==> config.mk <==
export PLATFORM = sky130hd
export DESIGN_NAME = arm_pipeline_stall_ctrl
export DESIGN_NICKNAME = d
export VERILOG_FILES = /design/src/rtl/arm_pipeline_stall_ctrl.sv
export SDC_FILE = /design/constraint.sdc
export NUM_CORES = 1
export LEC_CHECK = 0
export ABC_AREA = 0
export CAP_MARGIN = 15
export CORE_MARGIN = 1
export CORE_UTILIZATION = 45
export DETAILED_ROUTE_END_ITERATION = 6
export PLACE_DENSITY = 0.85
export SLEW_MARGIN = 25
export SYNTH_ARGS = -nofsm -noshare
export SYNTH_HDL_FRONTEND = slang
export SYNTH_SLANG_ARGS = --single-unit
==> constraint.sdc <==
create_clock -name i_CLK -period 2.2 [get_ports i_CLK]
set_input_delay 0.44 -clock i_CLK [delete_from_list [all_inputs] [get_ports i_CLK]]
set_output_delay 0.44 -clock i_CLK [all_outputs]
set_load 0.1 [all_outputs]
==> src/rtl/arm_pipeline_stall_ctrl.sv <==
// Stall/flush controller for the 5-stage ARM pipeline: per-stage enables/flushes, multi-cycle
// Execute sequencing and a saturating stall-cycle counter. Outputs are combinational, same cycle.
module arm_pipeline_stall_ctrl #(
   parameter int MultCycles = 4,
   parameter int CntWidth   = 4
) (
   input  logic        i_CLK,
   input  logic        i_RESET,
   input  logic        i_LoadUse,
   input  logic        i_BranchTaken_E,
   input  logic        i_MultiStart_E,
   input  logic        i_MemWait,
   input  logic        i_CountClear,
   output logic        o_Enable_F,
   output logic        o_Enable_D,
   output logic        o_Enable_E,
   output logic        o_Enable_M,
   output logic        o_Enable_W,
   output logic        o_Flush_D,
   output logic        o_Flush_E,
   output logic        o_Flush_M,
   output logic        o_Busy,
   output logic [31:0] o_StallCycles
);

   typedef enum logic {RUN, MULT} state_t;

   localparam logic [CntWidth-1:0] LoadVal = CntWidth'(MultCycles - 2);

   state_t              r_State, w_NextState;
   logic [CntWidth-1:0] r_Cnt, w_NextCnt;
   logic [31:0]         r_StallCycles;

   always_ff @(posedge i_CLK) begin
      if (i_RESET) begin
         r_State       <= RUN;
         r_Cnt         <= '0;
         r_StallCycles <= '0;
      end else begin
         r_State <= w_NextState;
         r_Cnt   <= w_NextCnt;
         if (i_CountClear)
            r_StallCycles <= '0;
         else if (!o_Enable_F && (r_StallCycles != 32'hFFFF_FFFF))
            r_StallCycles <= r_StallCycles + 32'd1;
      end
   end

   always_comb begin
      w_NextState = r_State;
      w_NextCnt   = r_Cnt;
      o_Enable_F  = 1'b1;
      o_Enable_D  = 1'b1;
      o_Enable_E  = 1'b1;
      o_Enable_M  = 1'b1;
      o_Enable_W  = 1'b1;
      o_Flush_D   = 1'b0;
      o_Flush_E   = 1'b0;
      o_Flush_M   = 1'b0;
      o_Busy      = 1'b0;

      if (i_RESET) begin
         w_NextState = RUN;
         w_NextCnt   = '0;
      end else if (i_MemWait) begin
         // The multiplier keeps counting while memory freezes the pipe.
         o_Enable_F = 1'b0;
         o_Enable_D = 1'b0;
         o_Enable_E = 1'b0;
         o_Enable_M = 1'b0;
         o_Enable_W = 1'b0;
         o_Busy     = (r_State == MULT);
         if ((r_State == MULT) && (r_Cnt != '0))
            w_NextCnt = r_Cnt - CntWidth'(1);
      end else if ((r_State == MULT) && (r_Cnt != '0)) begin
         o_Enable_F = 1'b0;
         o_Enable_D = 1'b0;
         o_Enable_E = 1'b0;
         o_Flush_M  = 1'b1;
         o_Busy     = 1'b1;
         w_NextCnt  = r_Cnt - CntWidth'(1);
      end else if ((r_State == RUN) && i_MultiStart_E) begin
         o_Enable_F  = 1'b0;
         o_Enable_D  = 1'b0;
         o_Enable_E  = 1'b0;
         o_Flush_M   = 1'b1;
         o_Busy      = 1'b1;
         w_NextCnt   = LoadVal;
         w_NextState = MULT;
      end else begin
         if (r_State == MULT) begin
            o_Busy      = 1'b1;
            w_NextState = RUN;
         end
         if (i_BranchTaken_E) begin
            o_Flush_D = 1'b1;
            o_Flush_E = 1'b1;
         end else if (i_LoadUse) begin
            o_Enable_F = 1'b0;
            o_Enable_D = 1'b0;
            o_Flush_E  = 1'b1;
         end
      end
   end

   assign o_StallCycles = r_StallCycles;

endmodule

==> flow_summary.json, run 1 <==
{
  "fp-row-count": 24,
  "final.period_utilization_pct": 102,
  "drt_first_pass_iters": 4,
  "cap_violations": 0,
  "synth_flop_cell": "dfxtp_1",
  "reg2reg_depth": 9,
  "clock_tree.buffer_depth": 2,
  "detailedPlacementHpwl_mm": 4.17,
  "synth_top_cell_by_area": "dfxtp_1",
  "io_buffer_count": 47,
  "floorplan.die_area_um2": 4950,
  "chipHeight_um": 70.4,
  "wirelength_mm": 5.72,
  "clock.fmax_mhz": 447,
  "synthArstFlopShare_pct": 0,
  "grt_remaining_overflow": 0,
  "cp-startpoint": "r_Cnt[0]",
  "drt_iter0_markers": 135,
  "grt_usage_pct": 23.0,
  "vdd_ir_drop_max_uv": 317,
  "post-synth-top-count-cell": "dfxtp_1",
  "design.core.area_um2": 4410,
  "layout-drive-gt1-share_pct": 43.8,
  "netlist-cell-type-count": 49,
  "worst_slew_pin_slew_ns": 0.558,
  "wl_met1_mm": 2.58,
  "post_synth_most_frequent_cells": "dfxtp_1 (37), a21oi_1 (30), nand2_1 (16), or4_1 (16), nor2_1 (14)",
  "grt_start_max_net_pins": 25,
  "cp_data_required_time_ns": 1.76,
  "multiInputGateArea_um2": 1320,
  "h-tree-depth": 2,
  "clock_tree_from_tritoncts": "done",
  "count_of_yosys_warnings_during_synthesis": 0,
  "netlist_top_cells_area": "dfxtp_1 (35%), a21oi_1 (7.1%), or4_1 (5.7%)",
  "postSynthNetCount": 264,
  "setup_repair_after_global_routing_missed_its_margin": "yes",
  "initial_core_utilization_pct": 47.7,
  "synth_area_per_cell_um2": 8.25,
  "critical_path_start_end_classification": "reg2out",
  "avgViaCountPerCell": 5.97,
  "total_power_uw": 1520,
  "seq_cells_post_synth": 37,
  "met2WireLength_mm": 2.84,
  "slew-limit-headroom_pct": 62.5,
  "wl_per_instance_um": 14.9,
  "total_leakage_power_uw": 0.00112,
  "worstSetupStartpointType": "flop",
  "clk_pin_slew_worst_paths_ns": 0.07,
  "violations_in_the_final_reports": "negative setup slack",
  "routed-wl-met3_um": 238,
  "seqCellArea_um2": 782,
  "via_count": 2299,
  "clock-skew-final_ns": 0.00360,
  "die_w_um": 70.4,
  "netlist.area_leader.share_pct": 35.2,
  "synth_edf_count": 0,
  "hold_class": "reg2reg",
  "crit_path_end": "o_Flush_E",
  "syn-cell-area_um2": 2100,
  "source_of_the_worst_register_to_register_timing_path": "r_Cnt[0]",
  "power_density_over_the_cells_nw_per_um2": 492,
  "arrival_ns": 1.79,
  "finalSetupViolCount": 2,
  "whs_path_depth": 2,
  "timing.hold.ws_ns": 0.486,
  "top_layer": "met4",
  "clk_root_buffer_cell": "clkbuf_8",
  "vias_in_the_first_global_route": 2002,
  "worstSkewPairLatency_ns": 0.29,
  "layout_overhead_on_the_synthesized_area_pct": 46.8,
  "gp_routability_congestion": 0.801,
  "antenna_cells_inserted": 0,
  "critical_path.endpoint_type": "output pin",
  "ys_seq_area_share_pct": 35.2,
  "timing_hold_violations_final": 0,
  "clock-sinks": 37,
  "finalSetupTns_ns": -0.0688,
  "drt_drc_violations_left": 0,
  "fin_crit_ns": 2.23,
  "antenna_violations_before_repair": 0,
  "report.final.slew_viol_count": 0,
  "r2r_slack_ns": 0.07,
  "postRouteAntennaNets": 0,
  "n_fill_cell": 324,
  "cts-buffers-inserted": 5,
  "post-route-worst-setup-slack_ns": -0.0348,
  "crit_path_max_fanout": 4,
  "final_nets": 342,
  "timing.rr.end": "o_StallCycles[9]",
  "outcome": "finished with violations",
  "syn_inst": 255,
  "floorplan.io_pins": 48,
  "grt_pass1_wl_mm": 9.13
}
-- cell type report --
type	count	area share, %
multi-input combinational	192	42.9
timing repair buffer	87	25.5
sequential	37	25.3
clock buffer	7	2.79
tap	52	2.11
inverter	10	1.46
-- cells by family after synthesis --
group / Yosys count / share of synthesized area, %
and+or+nand+nor: 105 / 30.6
muxes: 1 / 0.476
adders and majority gates: 2 / 1.19
AOI/OAI and AO/OA: 84 / 25.9
DFF: 37 / 35.2
buffers and inverters: 26 / 6.66
-- layer usage --
metal	vias to the layer above	global-route usage, %
li1	1153	-
met1	1088	28.6
met2	50	39.8
met3	8	4.91
met4	0	6.44
met5	-	0
-- metrics by stage --
step           std cells  utilization, %  cell area [um^2]  setup WS, ns
2_1_floorplan        255               -              2250        -0.236
3_3_place_gp         368            65.6              2900        -0.147
3_5_place_dp         368            65.6              2900        -0.277
4_1_cts              380            68.7              3030       -0.0746
5_1_grt              385            70.0              3090       -0.0894
6_report             385            70.0              3090       -0.0348
-- timing repair --
item	CTS	global route
pin swaps	4	4
resized for setup	4	6
setup buffers	5	5
endpoints found under the setup margin	9	23
hold buffers	0	0
-- cells in the final DEF (no fill, tap or decap), drive strengths merged, types with 3 or more instances in the layout --
| master | Yosys | final |
|---|---|---|
| clkdlybuf4s50 | 0 | 5 |
| or4 | 16 | 16 |
| nor4 | 7 | 7 |
| or3 | 9 | 9 |
| o41ai | 4 | 4 |
| nand4 | 9 | 9 |
| o2111ai | 4 | 4 |
| o21a | 3 | 3 |
| nand2 | 16 | 16 |
| nor2 | 14 | 14 |
| nor3 | 6 | 6 |
| o21ai | 15 | 15 |
| and3 | 3 | 3 |
| dfxtp | 37 | 37 |
| o31ai | 13 | 13 |
| clkbuf | 5 | 7 |
| a21oi | 31 | 31 |
| buf | 11 | 81 |
| nand3 | 12 | 12 |
| inv | 10 | 10 |
-- worst min-delay path by stage --
stage | from | to
2_1_floorplan | r_Cnt[0] | r_Cnt[0]
3_3_place_gp | o_StallCycles[30] | o_StallCycles[30]
3_5_place_dp | o_StallCycles[30] | o_StallCycles[30]
4_1_cts | o_StallCycles[30] | o_StallCycles[30]
5_1_grt | o_StallCycles[30] | o_StallCycles[30]
6_report | o_StallCycles[30] | o_StallCycles[30]
-- power breakdown --
group          internal (uW)  switching, uW
Clock                    248            232
Combinational            153            202
Sequential               677           8.55
Total                   1080            443
-- worst max-delay path, cell delays in order, from the launching register on --
cell and delay (ns):
dfxtp_2 0.33, inv_2 0.07, ha_4 0.13, nor3b_4 0.23
buf_6 0.14, a21oi_4 0.06, buf_4 0.14, nor4_4 0.18
buf_12 0.21
-- sequential cells by signal (all words and copies together), names as in the netlist --
name / flops
o_StallCycles: 32
r_Cnt: 4
r_State: 1
Power figures use the tool's default switching activity.
==> run 2: changes to the inputs <==
--- a/config.mk
+++ b/config.mk
@@ -6,6 +6,7 @@
 export NUM_CORES = 1
 export LEC_CHECK = 0
 export ABC_AREA = 0
+export ABC_CLOCK_PERIOD_IN_PS = 2200
 export CAP_MARGIN = 15
 export CORE_MARGIN = 1
 export CORE_UTILIZATION = 45
==> results of run 2 <==
No change in the layout: final DEF, timing and power equal those of run 1.
